--- config.mk ---
export PLATFORM = sky130hd
export DESIGN_NAME = pipe_stage_ctrl
export DESIGN_NICKNAME = d
export VERILOG_FILES = /design/src/rtl/pipe_stage_ctrl_pkg.sv /design/src/rtl/pipe_instr_decode.sv /design/src/rtl/pipe_stage_ctrl.sv
export SDC_FILE = /design/constraint.sdc
export NUM_CORES = 1
export LEC_CHECK = 0
export CORE_ASPECT_RATIO = 0.9
export CORE_MARGIN = 2
export CORE_UTILIZATION = 35
export DETAILED_ROUTE_END_ITERATION = 6
export PLACE_DENSITY = 0.73
export SETUP_SLACK_MARGIN = 0.3
export SYNTH_ARGS = -nofsm -noshare
export SYNTH_HDL_FRONTEND = slang
export SYNTH_SLANG_ARGS = --single-unit
--- constraint.sdc ---
create_clock -name clk -period 0.8 [get_ports clk]
set_input_delay 0.12 -clock clk [delete_from_list [all_inputs] [get_ports clk]]
set_output_delay 0.12 -clock clk [all_outputs]
set_load 0.005 [all_outputs]
--- src/rtl/pipe_stage_ctrl_pkg.sv ---
// ============================================================================
// pipe_stage_ctrl_pkg
// ----------------------------------------------------------------------------
// Shared definitions for the MIPS pipeline-stage control register:
//   - opcode / funct constants for the instructions the core understands
//   - ALU operation codes carried down the pipe (alu_op_e)
//   - Tnew constants used by the hazard unit
//   - one-hot instruction flag struct produced by pipe_instr_decode
//   - helper functions turning flags into ALU controls
// No ports; imported by pipe_instr_decode and pipe_stage_ctrl.
// ============================================================================
package pipe_stage_ctrl_pkg;

    // ------------------------------------------------------------------
    // Primary opcodes (instr[31:26])
    // ------------------------------------------------------------------
    localparam logic [5:0] OP_SPECIAL = 6'h00;  // R-type, function in funct
    localparam logic [5:0] OP_J       = 6'h02;
    localparam logic [5:0] OP_JAL     = 6'h03;
    localparam logic [5:0] OP_BEQ     = 6'h04;
    localparam logic [5:0] OP_ORI     = 6'h0D;
    localparam logic [5:0] OP_LUI     = 6'h0F;
    localparam logic [5:0] OP_LW      = 6'h23;
    localparam logic [5:0] OP_SW      = 6'h2B;

    // ------------------------------------------------------------------
    // SPECIAL funct codes (instr[5:0])
    // ------------------------------------------------------------------
    localparam logic [5:0] FN_JR    = 6'h08;
    localparam logic [5:0] FN_MULT  = 6'h18;
    localparam logic [5:0] FN_MULTU = 6'h19;
    localparam logic [5:0] FN_DIV   = 6'h1A;
    localparam logic [5:0] FN_DIVU  = 6'h1B;
    localparam logic [5:0] FN_ADDU  = 6'h21;
    localparam logic [5:0] FN_SUBU  = 6'h23;

    // ------------------------------------------------------------------
    // ALU operation codes. ALU_ADDU must stay 0: it is both the reset
    // value and the bubble value of the registered control.
    // ------------------------------------------------------------------
    typedef enum logic [2:0] {
        ALU_ADDU = 3'd0,
        ALU_SUBU = 3'd1,
        ALU_OR   = 3'd2,
        ALU_LUI  = 3'd3
    } alu_op_e;

    // ------------------------------------------------------------------
    // Tnew: cycles from the D stage until the result can be forwarded
    // ------------------------------------------------------------------
    localparam logic [1:0] T_PC  = 2'd0;
    localparam logic [1:0] T_ALU = 2'd1;
    localparam logic [1:0] T_DM  = 2'd2;

    // ------------------------------------------------------------------
    // One-hot instruction flags. All zero for an unknown encoding, which
    // makes unknown instructions behave as NOPs downstream.
    // ------------------------------------------------------------------
    typedef struct packed {
        logic addu;
        logic subu;
        logic ori;
        logic lui;
        logic lw;
        logic sw;
        logic beq;
        logic j;
        logic jal;
        logic jr;
        logic mult;
        logic multu;
        logic div;
        logic divu;
    } instr_flags_t;

    // ALU operation for a decoded instruction (ADDU when nothing special).
    function automatic alu_op_e decode_alu_ctr(input instr_flags_t f);
        alu_op_e r;
        r = ALU_ADDU;
        if (f.subu)     r = ALU_SUBU;
        else if (f.ori) r = ALU_OR;
        else if (f.lui) r = ALU_LUI;
        return r;
    endfunction

    // Second ALU operand comes from the immediate field.
    function automatic logic decode_alu_src(input instr_flags_t f);
        return f.ori | f.lw | f.sw | f.lui;
    endfunction

    // Instruction occupies the multiply/divide unit.
    function automatic logic decode_is_mdu(input instr_flags_t f);
        return f.mult | f.multu | f.div | f.divu;
    endfunction

endpackage

--- src/rtl/pipe_instr_decode.sv ---
// ============================================================================
// pipe_instr_decode
// ----------------------------------------------------------------------------
// Purely combinational opcode/funct decoder producing one-hot instruction
// flags (instr_flags_t). Encodings that match nothing produce all-zero flags.
//
// Parameters:
//   OPW    opcode width
//   FUNCW  funct width
// Ports:
//   i_op     in   OPW     opcode
//   i_func   in   FUNCW   funct (only meaningful for SPECIAL opcode)
//   o_flags  out  struct  one-hot instruction flags
// ============================================================================
module pipe_instr_decode
    import pipe_stage_ctrl_pkg::*;
#(
    parameter int OPW   = 6,
    parameter int FUNCW = 6
) (
    input  logic [OPW-1:0]   i_op,
    input  logic [FUNCW-1:0] i_func,
    output instr_flags_t     o_flags
);

    logic w_special;

    assign w_special = (i_op == OPW'(OP_SPECIAL));

    // R-type instructions need both the SPECIAL opcode and the funct match
    assign o_flags.addu  = w_special && (i_func == FUNCW'(FN_ADDU));
    assign o_flags.subu  = w_special && (i_func == FUNCW'(FN_SUBU));
    assign o_flags.jr    = w_special && (i_func == FUNCW'(FN_JR));
    assign o_flags.mult  = w_special && (i_func == FUNCW'(FN_MULT));
    assign o_flags.multu = w_special && (i_func == FUNCW'(FN_MULTU));
    assign o_flags.div   = w_special && (i_func == FUNCW'(FN_DIV));
    assign o_flags.divu  = w_special && (i_func == FUNCW'(FN_DIVU));

    // I/J-type instructions are identified by opcode alone
    assign o_flags.ori   = (i_op == OPW'(OP_ORI));
    assign o_flags.lui   = (i_op == OPW'(OP_LUI));
    assign o_flags.lw    = (i_op == OPW'(OP_LW));
    assign o_flags.sw    = (i_op == OPW'(OP_SW));
    assign o_flags.beq   = (i_op == OPW'(OP_BEQ));
    assign o_flags.j     = (i_op == OPW'(OP_J));
    assign o_flags.jal   = (i_op == OPW'(OP_JAL));

endmodule

--- src/rtl/pipe_stage_ctrl.sv ---
// ============================================================================
// pipe_stage_ctrl
// ----------------------------------------------------------------------------
// Control pipeline register for one stage boundary (D/E, E/M or M/W) of the
// 5-stage MIPS core. Latches op/funct, destination and write enable,
// registers decoded ALU controls, and tracks Tnew for forwarding. Supports
// stall-hold, flush-to-bubble and a per-stage Tnew decrement.
//
// Edge priority: flush > stall > load.
//
// Build option:
//   PIPE_STAGE_MDU_BUSY_EN  defined   -> multiply/divide busy counter
//                           undefined -> mdu_busy tied to 0
//
// Parameters:
//   OPW, FUNCW, RAW, TW  field widths
//   TDEC                 subtracted (saturating) from tnew_in on load
//   MDU_LAT              mult/div busy cycles (busy counter build only)
//
// Ports:
//   clk        in   1      rising-edge clock
//   rst_n      in   1      asynchronous active-low reset
//   stall      in   1      hold all stage contents
//   flush      in   1      load a bubble
//   valid_in   in   1      upstream slot holds a real instruction
//   op_in      in   OPW    opcode
//   func_in    in   FUNCW  funct
//   waddr_in   in   RAW    destination register
//   regwr_in   in   1      register write enable
//   tnew_in    in   TW     Tnew at the upstream stage
//   valid_out  out  1      registered valid
//   op_out     out  OPW    registered opcode
//   func_out   out  FUNCW  registered funct
//   waddr_out  out  RAW    registered destination
//   regwr_out  out  1      registered write enable (never 1 for $0)
//   tnew_out   out  TW     cycles until result available
//   alu_src    out  1      immediate operand select
//   alu_ctr    out  3      ALU operation code
//   fwd_ready  out  1      valid & regwr & tnew==0 (combinational)
//   mdu_busy   out  1      multiply/divide unit busy
// ============================================================================
module pipe_stage_ctrl
    import pipe_stage_ctrl_pkg::*;
#(
    parameter int OPW     = 6,
    parameter int FUNCW   = 6,
    parameter int RAW     = 5,
    parameter int TW      = 2,
    parameter int TDEC    = 1,
    parameter int MDU_LAT = 5
) (
    input  logic             clk,
    input  logic             rst_n,
    input  logic             stall,
    input  logic             flush,
    input  logic             valid_in,
    input  logic [OPW-1:0]   op_in,
    input  logic [FUNCW-1:0] func_in,
    input  logic [RAW-1:0]   waddr_in,
    input  logic             regwr_in,
    input  logic [TW-1:0]    tnew_in,
    output logic             valid_out,
    output logic [OPW-1:0]   op_out,
    output logic [FUNCW-1:0] func_out,
    output logic [RAW-1:0]   waddr_out,
    output logic             regwr_out,
    output logic [TW-1:0]    tnew_out,
    output logic             alu_src,
    output logic [2:0]       alu_ctr,
    output logic             fwd_ready,
    output logic             mdu_busy
);

    localparam logic [TW-1:0] TDEC_W = TW'(TDEC);

    // ------------------------------------------------------------------
    // Input-side decode
    // ------------------------------------------------------------------
    instr_flags_t w_flags;

    pipe_instr_decode #(
        .OPW   (OPW),
        .FUNCW (FUNCW)
    ) u_decode (
        .i_op    (op_in),
        .i_func  (func_in),
        .o_flags (w_flags)
    );

    logic            w_load;
    logic            w_regwr;
    logic [TW-1:0]   w_tnew_dec;
    logic            w_alu_src;
    alu_op_e         w_alu_ctr;

    assign w_load = !flush && !stall;

    // A write to $0 is architecturally discarded, so never advertise it as
    // a forwarding source.
    assign w_regwr = regwr_in & valid_in & (waddr_in != '0);

    // Saturating decrement: results that would go negative clamp at 0
    // (covers TDEC=0 as a plain copy).
    assign w_tnew_dec = (tnew_in > TDEC_W) ? (tnew_in - TDEC_W) : '0;

    // Empty slots carry NOP controls regardless of what op/funct hold.
    assign w_alu_src = valid_in & decode_alu_src(w_flags);
    assign w_alu_ctr = valid_in ? decode_alu_ctr(w_flags) : ALU_ADDU;

    // ------------------------------------------------------------------
    // Stage register
    // ------------------------------------------------------------------
    logic             r_valid;
    logic [OPW-1:0]   r_op;
    logic [FUNCW-1:0] r_func;
    logic [RAW-1:0]   r_waddr;
    logic             r_regwr;
    logic [TW-1:0]    r_tnew;
    logic             r_alu_src;
    logic [2:0]       r_alu_ctr;

    always_ff @(posedge clk or negedge rst_n) begin
        if (!rst_n) begin
            r_valid   <= 1'b0;
            r_op      <= '0;
            r_func    <= '0;
            r_waddr   <= '0;
            r_regwr   <= 1'b0;
            r_tnew    <= '0;
            r_alu_src <= 1'b0;
            r_alu_ctr <= ALU_ADDU;
        end else if (flush) begin
            // Bubble wins even when the stage is stalled
            r_valid   <= 1'b0;
            r_op      <= '0;
            r_func    <= '0;
            r_waddr   <= '0;
            r_regwr   <= 1'b0;
            r_tnew    <= '0;
            r_alu_src <= 1'b0;
            r_alu_ctr <= ALU_ADDU;
        end else if (w_load) begin
            r_valid   <= valid_in;
            r_op      <= op_in;
            r_func    <= func_in;
            r_waddr   <= waddr_in;
            r_regwr   <= w_regwr;
            r_tnew    <= w_tnew_dec;
            r_alu_src <= w_alu_src;
            r_alu_ctr <= w_alu_ctr;
        end
        // stall without flush: everything holds, Tnew included
    end

    assign valid_out = r_valid;
    assign op_out    = r_op;
    assign func_out  = r_func;
    assign waddr_out = r_waddr;
    assign regwr_out = r_regwr;
    assign tnew_out  = r_tnew;
    assign alu_src   = r_alu_src;
    assign alu_ctr   = r_alu_ctr;

    assign fwd_ready = r_valid & r_regwr & (r_tnew == '0);

    // ------------------------------------------------------------------
    // Multiply/divide busy tracking
    // ------------------------------------------------------------------
`ifdef PIPE_STAGE_MDU_BUSY_EN
    localparam logic [4:0] MDU_LAT_W = 5'(MDU_LAT);

    logic       w_mdu_start;
    logic [4:0] r_mdu_cnt;

    assign w_mdu_start = w_load & valid_in & decode_is_mdu(w_flags);

    // The counter models the MDU itself, not the stage slot, so it keeps
    // counting through stalls and is not cleared by a flush. A new MDU
    // instruction restarts the full latency.
    always_ff @(posedge clk or negedge rst_n) begin
        if (!rst_n) begin
            r_mdu_cnt <= '0;
        end else if (w_mdu_start) begin
            r_mdu_cnt <= MDU_LAT_W;
        end else if (r_mdu_cnt != '0) begin
            r_mdu_cnt <= r_mdu_cnt - 5'd1;
        end
    end

    assign mdu_busy = (r_mdu_cnt != '0);

    logic w_unused_flags;
    assign w_unused_flags = ^w_flags;
`else
    assign mdu_busy = 1'b0;

    // Flag bits and MDU_LAT only matter for the busy counter build
    logic w_unused_flags;
    assign w_unused_flags = ^{w_flags, 32'(MDU_LAT)};
`endif

endmodule

After elaboration in Yosys (flattened, before gate mapping) --
Index checks and enable logic that the tools add are counted.
Operators by class: magnitude comparators 1, bitwise logic cells 8, add/subtract/negate cells 1, reduce and logical (&&, ||, !) cells 8, muxes and demuxes 21, equal/unequal tests 5
Operator list (count):
- $mux W6 | 4
- $eq A6 B6 Y1 const B | 3
- $eq A6 B4 Y1 const B | 2
- $mux W2 | 6
- $mux W5 | 2
- $mux W3 | 3
- $logic_not A6 Y1 | 1
- $mux W1 | 6
- $and A1 B1 Y1 | 5
- $reduce_bool A5 Y1 | 1
- $or A1 B1 Y1 | 3
- $gt A2 B1 Y1 const B | 1
- $logic_and A1 B1 Y1 | 2
- $logic_not A1 Y1 | 2
- $logic_not A2 Y1 | 1
- $reduce_bool A2 Y1 | 1
- $sub A2 B1 Y2 const B | 1
Word-level totals: register bits 25, logic and storage cells 52

Logic depth before layout (Yosys ltp) --
word-level depth 7, mapped depth 4

Hierarchy --
Synthesis repeated with hierarchy kept, for this count alone.
Unflattened totals: cell total of the unflattened synthesis 122, area total of the unflattened synthesis 1233.7 µm²
By module, submodules not included:
- pipe_stage_ctrl | instances 1, cells each 93, area an instance 1039.7 µm², seq. area each 600.6 µm²
- pipe_instr_decode | instances 1, cells each 29, area an instance 193.9 µm², seq. area each 0.0 µm²

Worst setup path before layout --
Ideal clock, no wire load.
path kind input port to flip-flop, start in stall, end reg r_alu_ctr[0] (netlist: alu_ctr[0]), arrival time 1037 ps, stages on the path 4, data required time 736 ps, setup time 64 ps, slack -300 ps, path buffers 1, cells stage by stage buf_6 or4b_4 o31ai_2 a21o_1
Between the ends: word-level cells in the longest chain between the ends 3
RTL lines:
- start: declaration | RTL line pipe_stage_ctrl.sv:54 | input logic stall,
- $logic_not A1 Y1 | RTL line pipe_stage_ctrl.sv:96 | assign w_load = !flush && !stall;
- $logic_and A1 B1 Y1 | RTL line pipe_stage_ctrl.sv:96
- $reduce_bool A2 Y1 (no line)
- end signal: assignment | RTL line pipe_stage_ctrl.sv:150 | r_alu_ctr <= w_alu_ctr;
- end: declaration | RTL line pipe_stage_ctrl.sv:120 | logic [2:0] r_alu_ctr;
No other way between the ends. A chain may end at the register's enable or synchronous reset.

Worst setup path in the final report --
start reg r_tnew[0] (netlist: tnew_out[0]), end out fwd_ready
Between the ends: word-level cells in the longest chain between the ends 2
RTL lines:
- start: declaration | RTL line pipe_stage_ctrl.sv:118 | logic [TW-1:0] r_tnew;
- start signal: assignment | RTL line pipe_stage_ctrl.sv:148 | r_tnew <= w_tnew_dec;
- $logic_not A2 Y1 | RTL line pipe_stage_ctrl.sv:164 | assign fwd_ready = r_valid & r_regwr & (r_tnew == '0);
- $and A1 B1 Y1 | RTL line pipe_stage_ctrl.sv:164
- end: declaration | RTL line pipe_stage_ctrl.sv:70 | output logic fwd_ready,
No other way between the ends.

==> results.md <==
* Outcome: complete, but fails checks
* Failing checks: negative setup slack
* Die X at 62.7 um
* Clock share of power at between 20% and 30%
* CTS tree: built
* Pwr per Cell Area at about 1300 nW/um2
* Critical path peak fanout at 2
* Arrival time worst endpoint at roughly 1100 ps
* Placed cells at 200
* Share of cells above drive strength 1 at about 47%
* Hold buffers post-CTS at 0
* Clock Skew at 0 ps
* Final hold slack at 66.3 ps
* Internal power at ~1.8 mW
* Core Region at roughly 3000 um2
* Logic pwr share at roughly 23%
* Simple-gate area share of the yosys netlist at 18.2%
* Grt total ovfl at 0
* Net switching power at about 580 uW
* Register area share after synthesis at approximately 55%
* Final layout net count at a little over 200
* Antenna violations before repair at 0
* CTS max path bufs at 2
* Clk sink count at 24
* Pin count of the biggest net entering global routing at 25
* Largest cells by area after synthesis: dfrtp_1 (55%), mux2i_1 (16%), nor2_1 (7.3%), a21oi_1 (1.8%), nor4b_1 (1.6%)
* Initial Utilization at 36.2%
* ANT cells at 0
* Vias per inst at 4.62
* Clk_lat worst skew at a little over 300 ps
* Via Count at 1008
* Wirelength per Cell at ~13 um
* Final Slew Violations at 0
* TritonCTS buffer count at 3
* GP Congestion at about 0.73
* CTS root buf: clkbuf_4
* Post-synth cell types at 25
* Non-Filler Instances at approximately 220
* Post-route worst setup slack at -430 ps
* Reg power frac at a little under three fifths
* Post-Place Setup Slack at -742 ps
* Hold crit path type: in2reg
* Post-detail-place hpwl at ~2000 um
* Fin crit share at 154%
* Post-route ant nets at 0
* Die area at ~3600 um2
* Drt drc at 0
* Post-synthesis mux area share at between 10% and 20%
* Post-DP Area at approximately 1700 um2
* Clock period minus final worst setup slack at roughly 1200 ps
* Post-synthesis adder-cell area fraction at 0%
* Cell Chain, Critical Path: buf_4 > nor3_2 > buf_2
* FF+latch count, synth at 24
* Post-Synthesis Cell Area at around 1100 um2
* Final Hold Viols at 0
* H-tree Lvls at 1
* Routed Wire Length at 2940 um
* Yosys top cell area share at a little under three fifths
* Max frequency at ~810 MHz
* Compound-cell area share of the yosys netlist at 5.89%
* Synth area leader: dfrtp_1
* Crit-path max cell delay at 400 ps
* GR Util All Layers at roughly 16%
* Sw Ratio at 24.9%
* Setup CP Type: reg2out
* Mean area per synthesized cell at 11.2 um2
* Row count at 19
* PortBufs at 49
* Final setup viols at 35
* Synthesis-to-layout area growth at 69.1%
* Final core utilization at just over 60%
* Slowest library cell on the worst path: dfrtp_1
* Cells after Synth at 97
* Post-Synth XOR/XNOR Area at 0%
* WP data required at roughly 700 ps
* Die Ht at 56.8 um
* Yosys warning count at 0
* Post-route cell area at ~1800 um2
* Clock Pin Slew Worst Setup and Hold Paths at 130 ps
* First-pass GRT wire length at about 4500 um
* Unrepaired setup endpoints after global routing: true
* Largest family of logic cells by synthesized area: simple AND/OR/NAND/NOR gates
* DRT iter0 DRCs at 19
* Post-layout total power at around 2.3 mW
* Maxcap violations at 0
* Static leakage at 0.986 nW
* Iteration count of the initial detailed-routing pass at 4
* TNS Setup at -5200 ps
* Maximum VDD drop at between 0.0007 and 0.0008 V
* Vias in the first global route at 979
* I/O pins at 52
* Endpoint class of the critical path: primary output
* CP startpoint kind: register
==> critical path: cells and delay by family, from the launching register on <==
family / cells / cell delay, ps
and+or+nand+nor: 1 / 140
buffers and inverters: 2 / 260
DFF: 1 / 400
==> cells by family (layout without fill, tap and decap cells) <==
kind of cell	after synthesis	after routing
DFF	24	24
other	1	2
buffers and inverters	8	86
and+or+nand+nor	38	38
muxes	17	17
AOI/OAI and AO/OA	9	9
==> placed cells by master (no fill, tap or decap), types with 2 or more instances in the layout <==
| cell | n |
|---|---|
| clkdlybuf4s50_1 | 10 |
| buf_4 | 22 |
| dlygate4sd2_1 | 3 |
| nand3b_1 | 2 |
| conb_1 | 2 |
| nor4b_2 | 2 |
| dfrtp_1 | 24 |
| buf_2 | 25 |
| a21oi_2 | 3 |
| nand2_1 | 2 |
| nor3_2 | 2 |
| a21o_1 | 2 |
| buf_6 | 18 |
| nor2b_1 | 2 |
| clkbuf_4 | 3 |
| nor2_1 | 20 |
| mux2i_1 | 17 |
==> flip-flops by register name, indices dropped and copies added, names as in the netlist <==
register / flops
op_out: 6
alu_src: 1
alu_ctr: 2
func_out: 6
valid_out: 1
tnew_out: 2
regwr_out: 1
waddr_out: 5
==> area by class of cell <==
type / instances / area [um2]
Fill cell: 269 / 1160
Timing Repair Buffer: 82 / 666
Sequential cell: 24 / 601
Multi-Input combinational cell: 66 / 487
Tap cell: 42 / 52.6
Clock buffer: 3 / 22.5
Inverter: 1 / 3.75
==> synthesized netlist by cell type <==
library cell and instances:
a211o_1 1, a21o_1 2, a21oi_1 4, and4b_1 1
buf_2 2, buf_4 2, buf_6 1, clkbuf_1 2
conb_1 1, dfrtp_1 24, inv_1 1, mux2i_1 17
nand2_1 3, nand3_1 1, nand3b_1 2, nand4b_1 1
nor2_1 21, nor2b_1 2, nor3_1 2, nor3b_1 1
nor4b_1 2, o211ai_1 1, o31ai_2 1, or4_1 1
or4b_4 1
==> metal layers <==
| layer | GRT usage (%) | share of wire (%) |
|---|---|---|
| met1 | 19.5 | 44 |
| met2 | 29.6 | 51 |
| met3 | 3.61 | 4.5 |
| met4 | 4.76 | 0.51 |
| met5 | 0 | 0 |
==> worst paths after layout <==
check | start | endpoint | slack (ps) | depth (start not counted)
worst max-delay path | tnew_out[0] | fwd_ready | -430 | 3
worst min-delay path | waddr_in[2] | waddr_out[2] | 70 | 3
worst max register to register | tnew_out[0] | tnew_out[0] | -110 | 4
worst min register to register | alu_src | alu_src | 520 | 1
max in group asynchronous | rst_n | waddr_out[3] | 490 | 2
min in group asynchronous | rst_n | tnew_out[1] | 150 | 2
==> power groups by stage <==
stage	sequential (mW)	clock (mW)	combinational, mW
finish	1.30	0.505	0.531
global route	1.31	0.585	0.577
CTS	1.30	0.520	0.503
detailed placement	1.33	0	0.522
global placement	1.32	0	0.514
floorplan	1.33	0	0.155
==> timing repair <==
action,CTS,global route
gates resized for setup,157,13
pin swaps,10,7
gates cloned,0,0
buffers inserted,10,5
endpoints found under the setup margin,49,49
No activity file was read; power rests on OpenSTA's default activity.
